## src/rtl/ren_conv_wb_master.sv

```systemverilog
// Wishbone classic-cycle initiator: one bus cycle per 32-bit word of a command burst,
// write data from a valid/ready stream, read data returned on another, per-word ack timeout.
module ren_conv_wb_master #(
    parameter int LEN_WIDTH      = 8,
    parameter int TIMEOUT_CYCLES = 255,
    parameter int TO_WIDTH       = 8
) (
    input  logic                 wb_clk_i,
    input  logic                 wb_rst_i,
    input  logic                 cmd_valid,
    output logic                 cmd_ready,
    input  logic                 cmd_we,
    input  logic [31:0]          cmd_adr,
    input  logic [LEN_WIDTH-1:0] cmd_len,
    input  logic                 wr_valid,
    output logic                 wr_ready,
    input  logic [31:0]          wr_data,
    output logic                 rd_valid,
    input  logic                 rd_ready,
    output logic [31:0]          rd_data,
    output logic                 wbm_cyc_o,
    output logic                 wbm_stb_o,
    output logic                 wbm_we_o,
    output logic [3:0]           wbm_sel_o,
    output logic [31:0]          wbm_adr_o,
    output logic [31:0]          wbm_dat_o,
    input  logic [31:0]          wbm_dat_i,
    input  logic                 wbm_ack_i,
    output logic                 busy_o,
    output logic                 done_o,
    output logic                 err_o
);

    typedef enum logic [2:0] {
        IDLE  = 3'd0,
        WDATA = 3'd1,
        BUS   = 3'd2,
        RESP  = 3'd3,
        DONE  = 3'd4
    } state_t;

    localparam logic [TO_WIDTH-1:0] TO_LAST = TO_WIDTH'(TIMEOUT_CYCLES - 1);

    state_t               state_r;
    logic [LEN_WIDTH-1:0] remain_r;
    logic [TO_WIDTH-1:0]  to_cnt_r;
    logic                 write_cmd_r;

    assign cmd_ready = (state_r == IDLE);
    assign wr_ready  = (state_r == WDATA);

    // Command sequencer with all bus and status outputs registered.
    always_ff @(posedge wb_clk_i) begin
        if (wb_rst_i) begin
            state_r     <= IDLE;
            remain_r    <= '0;
            to_cnt_r    <= '0;
            write_cmd_r <= 1'b0;
            wbm_cyc_o   <= 1'b0;
            wbm_stb_o   <= 1'b0;
            wbm_we_o    <= 1'b0;
            wbm_sel_o   <= 4'h0;
            wbm_adr_o   <= 32'h0000_0000;
            wbm_dat_o   <= 32'h0000_0000;
            rd_valid    <= 1'b0;
            rd_data     <= 32'h0000_0000;
            busy_o      <= 1'b0;
            done_o      <= 1'b0;
            err_o       <= 1'b0;
        end else begin
            done_o <= 1'b0;
            case (state_r)
                IDLE: begin
                    if (cmd_valid) begin
                        wbm_adr_o   <= cmd_adr;
                        write_cmd_r <= cmd_we;
                        remain_r    <= cmd_len;
                        busy_o      <= 1'b1;
                        err_o       <= 1'b0;
                        if (cmd_len == '0) begin
                            state_r <= DONE;
                            done_o  <= 1'b1;
                        end else if (cmd_we) begin
                            state_r <= WDATA;
                        end else begin
                            state_r   <= BUS;
                            wbm_cyc_o <= 1'b1;
                            wbm_stb_o <= 1'b1;
                            wbm_we_o  <= 1'b0;
                            wbm_sel_o <= 4'hF;
                            to_cnt_r  <= '0;
                        end
                    end
                end
                WDATA: begin
                    if (wr_valid) begin
                        wbm_dat_o <= wr_data;
                        wbm_cyc_o <= 1'b1;
                        wbm_stb_o <= 1'b1;
                        wbm_we_o  <= 1'b1;
                        wbm_sel_o <= 4'hF;
                        to_cnt_r  <= '0;
                        state_r   <= BUS;
                    end
                end
                BUS: begin
                    // An ack in the final timeout cycle still completes the word.
                    if (wbm_ack_i) begin
                        wbm_cyc_o <= 1'b0;
                        wbm_stb_o <= 1'b0;
                        wbm_we_o  <= 1'b0;
                        wbm_sel_o <= 4'h0;
                        wbm_adr_o <= wbm_adr_o + 32'd4;
                        remain_r  <= remain_r - LEN_WIDTH'(1);
                        if (!write_cmd_r) begin
                            rd_data  <= wbm_dat_i;
                            rd_valid <= 1'b1;
                            state_r  <= RESP;
                        end else if (remain_r == LEN_WIDTH'(1)) begin
                            state_r <= DONE;
                            done_o  <= 1'b1;
                        end else begin
                            state_r <= WDATA;
                        end
                    end else if (to_cnt_r == TO_LAST) begin
                        wbm_cyc_o <= 1'b0;
                        wbm_stb_o <= 1'b0;
                        wbm_we_o  <= 1'b0;
                        wbm_sel_o <= 4'h0;
                        err_o     <= 1'b1;
                        remain_r  <= '0;
                        state_r   <= DONE;
                        done_o    <= 1'b1;
                    end else begin
                        to_cnt_r <= to_cnt_r + TO_WIDTH'(1);
                    end
                end
                RESP: begin
                    if (rd_ready) begin
                        rd_valid <= 1'b0;
                        if (remain_r == '0) begin
                            state_r <= DONE;
                            done_o  <= 1'b1;
                        end else begin
                            state_r   <= BUS;
                            wbm_cyc_o <= 1'b1;
                            wbm_stb_o <= 1'b1;
                            wbm_sel_o <= 4'hF;
                            to_cnt_r  <= '0;
                        end
                    end
                end
                DONE: begin
                    busy_o  <= 1'b0;
                    state_r <= IDLE;
                end
                default: begin
                    state_r   <= IDLE;
                    wbm_cyc_o <= 1'b0;
                    wbm_stb_o <= 1'b0;
                    wbm_we_o  <= 1'b0;
                    wbm_sel_o <= 4'h0;
                    rd_valid  <= 1'b0;
                    busy_o    <= 1'b0;
                end
            endcase
        end
    end

endmodule
```

## config.mk

```make
export PLATFORM = sky130hd
export DESIGN_NAME = ren_conv_wb_master
export DESIGN_NICKNAME = d
export VERILOG_FILES = /design/src/rtl/ren_conv_wb_master.sv
export SDC_FILE = /design/constraint.sdc
export NUM_CORES = 1
export LEC_CHECK = 0
export CORE_MARGIN = 5
export CORE_UTILIZATION = 30
export DETAILED_ROUTE_END_ITERATION = 10
export GPL_TIMING_DRIVEN = 0
export PLACE_DENSITY_LB_ADDON = 0.15
export SLEW_MARGIN = 5
export SYNTH_ARGS = -nofsm -noshare
export SYNTH_HDL_FRONTEND = slang
export SYNTH_SLANG_ARGS = --single-unit
```

## constraint.sdc

```tcl
create_clock -name wb_clk_i -period 1.9 [get_ports wb_clk_i]
set_clock_uncertainty 0.15 [all_clocks]
set_input_delay 0.19 -clock wb_clk_i [delete_from_list [all_inputs] [get_ports wb_clk_i]]
set_output_delay 0.19 -clock wb_clk_i [all_outputs]
set_load 0.02 [all_outputs]
```

After elaboration in Yosys (flattened, before gate mapping)
Cells that the tools add are included.

Bits in registers: 126. Bits of input ports: 111. Output and inout bits: 109. Logic and storage cells: 128.

Add/sub/neg operators: 3. Equality and inequality tests: 18. Mux-type cells: 68. Bitwise operators: 5. Reductions and logical operators: 20.

Operator list (number): 2-to-1 mux 8 bit (11); 2-to-1 mux 32 bit (2); case mux 32 bit (2 select lines) (1); adder 32 x 3 -> 32 bit, second input constant (1); 2-to-1 mux 4 bit (8); case mux 8 bit (4 select lines) (1); 2-to-1 mux 3 bit (9); 2-to-1 mux 1 bit (26); != test 2 bit, second input constant (11); case mux 4 bit (5 select lines) (1); zero test 8 bit (2); case mux 8 bit (2 select lines) (1); case mux 3 bit (4 select lines) (1); AND reduction 4 bit (3); AND reduction 3 bit (3); AND reduction 9 bit (1); adder 8 x 1 -> 8 bit, second input constant (1); == test 8 x 1 -> 1 bit, second input constant (1); == test 8 bit, second input constant (1); AND reduction 8 bit (1); subtractor 8 x 1 -> 8 bit, second input constant (1); == test 3 x 2 -> 1 bit, second input constant (2); case mux 1 bit (3 select lines) (2); AND reduction 2 bit (3); 14 further kinds (20).

Longest topological paths before layout
Word-level depth: 5. Gate-level depth with buffers: 9. Mapped depth without buffers: 7.

Worst setup path after synthesis
Ideal clock, no wire load.

Kind: flip-flop to flip-flop. From: register wbm_adr_o[9]. To: register wbm_adr_o[22]. Library setup time: 0.074 ns. Arrival: 1.874 ns. Required time: 1.676 ns. Slack: -0.198 ns. Cell stages (with the launch flop): 6. Buffers on the path: 0. Period minus slack after synthesis: 2.098 ns. Path through: dfxtp_1 > nand4_4 > nor3_4 > nand2_4 > or4_1 > a31oi_1.

Cells in the longest elaborated chain, start to end: 3.

RTL lines: start, declared (line 25) `output logic [31:0] wbm_adr_o,`; start signal, assigned (line 75) `wbm_adr_o <= cmd_adr;`; start signal, assigned (line 113) `wbm_adr_o <= wbm_adr_o + 32'd4;`; adder 32 x 3 -> 32 bit (line 113); 2-to-1 mux 32 bit (line 108) `if (wbm_ack_i) begin`; case mux 32 bit (2 select lines) (line 72) `case (state_r)`.

No other way between the ends. The select of a mux whose other input is x is not followed. A chain may end at the register's enable or synchronous reset.

Final worst setup path
From: register state_r[2]. To: register wbm_adr_o[9].

Cells in the longest elaborated chain, start to end: 3. Elaborated cells on any way between the ends: 7. Those cells by class: 3 x eq/ne; 1 x mux; 3 x reduce/logical.

RTL lines: start, declared (line 44) `state_t state_r;`; start signal, assigned (line 55) `state_r <= IDLE;`; start signal, assigned (line 81) `state_r <= DONE;`; start signal, assigned (line 84) `state_r <= WDATA;`; == test 3 x 2 -> 1 bit / zero test 3 bit (equally long branches) (line 72); != test 2 bit (no source line) / nonzero test 2 bit (equally long branches); AND reduction 3 bit (no source line).

Parallel ways exist; a longest one is shown, timed or not.

==> metrics.cfg <==
[critical_path]
r2r_setup_slack_ps=-20
critPathMaxStageDelay_ps=380
worstPathArrival_ps=2120
r2r_start=state_r[2]
path_class=reg2reg
start_kind=flip-flop
cp_slowest_cell=or3b_1
r2r-end=wbm_adr_o[9]
critPathMaxFanout=7
worst-endpoint-required_ps=2100
worstPathCellList=or3b_1 > buf_6 > buf_8 > buf_12 > o31ai_2 > a22oi_1 > nor2_1
r2r_cells=7
endpoint_kind=flip-flop

[timing]
rsz0062_at_grt=true
final.setup.worst_slack_ps=-23.0
period_share_pct=101
hold_viol_final=0
maxSlewViolCount=0
fmax_mhz=520
worst_slew_pin_slew_ps=871
finalCriticalPeriod_ps=1920
setup_viol=4
slew_headroom_pct=41.9

[pwr]
ir_drop_mv=0.739
internal_power_uw=6700
swShare_pct=35.0
p_leak_uw=0.00382
p_sw_uw=3620
p_seq_share_pct=31.1
pwr-share-clk_pct=32.2
p_per_area_nw_per_um2=1010
pwr-share-comb_pct=36.7
finalPower_uw=10300

[synthesis]
synth_top_area_share_pct=42.4
postSynthCellCount=748
ys_warn_count=0
ys_seq_elements=122
synthesis.area_um2=5760
synth_top_area_cell=dfxtp_1
synthFlopType=dfxtp_1
syn-num-nets=865
synth_edf_count=0
syn_avg_cell_area_um2=7.70
yosys.cell_types.count=72
synth-async-reset-ratio_pct=0
netlist_top_cells_area=dfxtp_1 42%, nand2_1 12%, a21oi_1 9.9%, nor2_1 2.7%, clkbuf_1 2.6%
ys_seq_area_share_pct=42.4

[finish]
final_cell_mix=206 x clkdlybuf4s50_1, 172 x nand2_1, 103 x a21oi_1
final_area_um2=10200
fillers=1753
syn_to_final_growth_pct=77.5
fin_nets=1161
drive_gt1_share_pct=24.9
diodes=0
final_common_cell=clkdlybuf4s50_1

[detailed_routing]
wl_per_cell_um=18.3
wl_met3_mm=1.85
route.met2.wl_mm=11.2
met1_length_mm=10.4
maxUsedRoutingLayer=met4
drt_iter0_markers=468
postRouteAntennaNets=0
avgViaCountPerCell=5.19
firstDrtPassIters=5
routed_wl_mm=24.1
drc_errors=0
vias=6834

[global_route]
grt_pass1_wl_mm=36.2
grt_overflow=0
grt_usage_pct=20.7
grt_pass1_vias=6578
antenna_found_initial=0
grt_max_degree=17

[clocking]
htreeDepth=4
cts_sinks=122
cts_tree=built
numCtsBuffers=17
cts_max_path_buffers=2
cts_root_buf=clkbuf_16
holdBufCountCts=0
clock_latency_ps=420
path_clk_slew_ps=60

[floorplanning]
dieArea_um2=22100
pin_count=220
die_x_um=149
start_util_pct=30.6
rows=50
fp.dieH_um=149
core_area_um2=18800

[outcome]
outcome=finished with violations
violations=setup timing

[hold_path]
min_to=wbm_adr_o[26]
holdPathStages=3
hold_path.class=in2reg
hold_start=wb_rst_i

[placement]
placed_area_um2=8350
io_buffers=218
routabilityCongestion=0.862
dp_hpwl_mm=16.5

[job]
cap_viol_max_count=0

-- final cells by class --
type	instances	area, µm²	share of cell area [%]
well taps	260	325	3.18
clock inverters	14	159	1.55
flip-flops and latches	122	2520	24.6
multi-input cells	560	3550	34.7
inverters	9	33.8	0.330
repair buffers	280	2750	26.9
clock buffers	18	439	4.29
plain buffers	54	447	4.37
-- stage by stage --
| step | cells | TNS, ps | utilization (%) | setup WS (ps) | hold slack [ps] |
|---|---|---|---|---|---|
| floorplan | 748 | -1870 | - | -60.1 | 176 |
| global placement | 1226 | -48440 | 44.3 | -932 | 291 |
| detailed placement | 1226 | -49860 | 44.3 | -927 | 296 |
| CTS | 1302 | -478 | 51.4 | -75.9 | 40.0 |
| global route | 1317 | -659 | 54.3 | -61.6 | 87.6 |
| finish | 1317 | -59.0 | 54.3 | -23.0 | 64.0 |
-- per-layer routing --
metal / vias up / global-route usage (%)
met5: - / 0
met4: 0 / 6.84
met3: 50 / 5.48
met2: 304 / 33.0
met1: 3219 / 27.3
li1: 3261 / -
-- worst max-delay path by stage --
stage               cells after the start    startpoint            end
floorplan                               5  wbm_adr_o[9]  wbm_adr_o[22]
global placement                        7     wbm_ack_i   wbm_adr_o[4]
detailed placement                      7     wbm_ack_i   wbm_adr_o[4]
CTS                                     8    state_r[2]  wbm_adr_o[16]
global route                            6  wbm_adr_o[5]  wbm_adr_o[29]
finish                                  7    state_r[2]   wbm_adr_o[9]
-- registers in the layout (all words and copies together), names as in the netlist --
signal and flops:
to_cnt_r 8, err_o 1, rd_valid 1, state_r 3, rd_data 32, busy_o 1, remain_r 8, wbm_we_o 1
wbm_adr_o 32, wbm_sel_o 1, wbm_dat_o 32, done_o 1, write_cmd_r 1
-- kinds of logic (layout without fill, tap and decap cells) --
| family | count (synthesis) | after routing | share of synthesized area (%) |
|---|---|---|---|
| and+or+nand+nor | 334 | 334 | 27.6 |
| adders and majority gates | 6 | 6 | 1.30 |
| muxes | 3 | 3 | 0.521 |
| DFF | 122 | 122 | 42.4 |
| AOI/OAI and AO/OA | 214 | 214 | 22.6 |
| buffers and inverters | 66 | 375 | 5.12 |
| xor gates and xnor gates | 3 | 3 | 0.456 |
-- power by group through the flow --
stage          Sequential, µW  Combinational [µW]  Clock, µW
6_report                 3210                3790       3320
5_1_grt                  3250                4020       3520
4_1_cts                  3180                3340       3360
3_5_place_dp             3220                2860          0
3_3_place_gp             3220                2860          0
2_1_floorplan            3430                1340          0
-- worst max-delay path: cells and delay by family, from the launching register on --
kind / cells / cell delay (ps)
AO/OA/AOI/OAI: 2 / 420
AND/OR/NAND/NOR: 2 / 480
buffers and inverters: 3 / 430
flip-flops: 1 / 370
-- what timing repair did --
item,4_1_cts,5_1_grt
setup buffers,43,17
cloned,2,1
endpoints found under the setup margin,123,118
resized for setup,117,133
pin swaps,25,55
-- synth_stat cells, drive strengths merged, types with 3 or more instances --
library cell and count:
nand2 179, dfxtp 122, a21oi 115, nor2 43
clkbuf 40, o21ai 25, nand3 22, nor3 22
buf 16, a211oi 14, and3 12, nand4 11
inv 9, a31oi 8, or3 8, and2 6
ha 6, nand2b 6, nor4 6, o31ai 5
a221oi 4, a32o 4, a2111oi 3, a21boi 3
a22oi 3, mux2i 3, nor2b 3, nor3b 3
o211ai 3, o32ai 3, or4 3, xnor2 3
(Power assumes the default switching activity.)
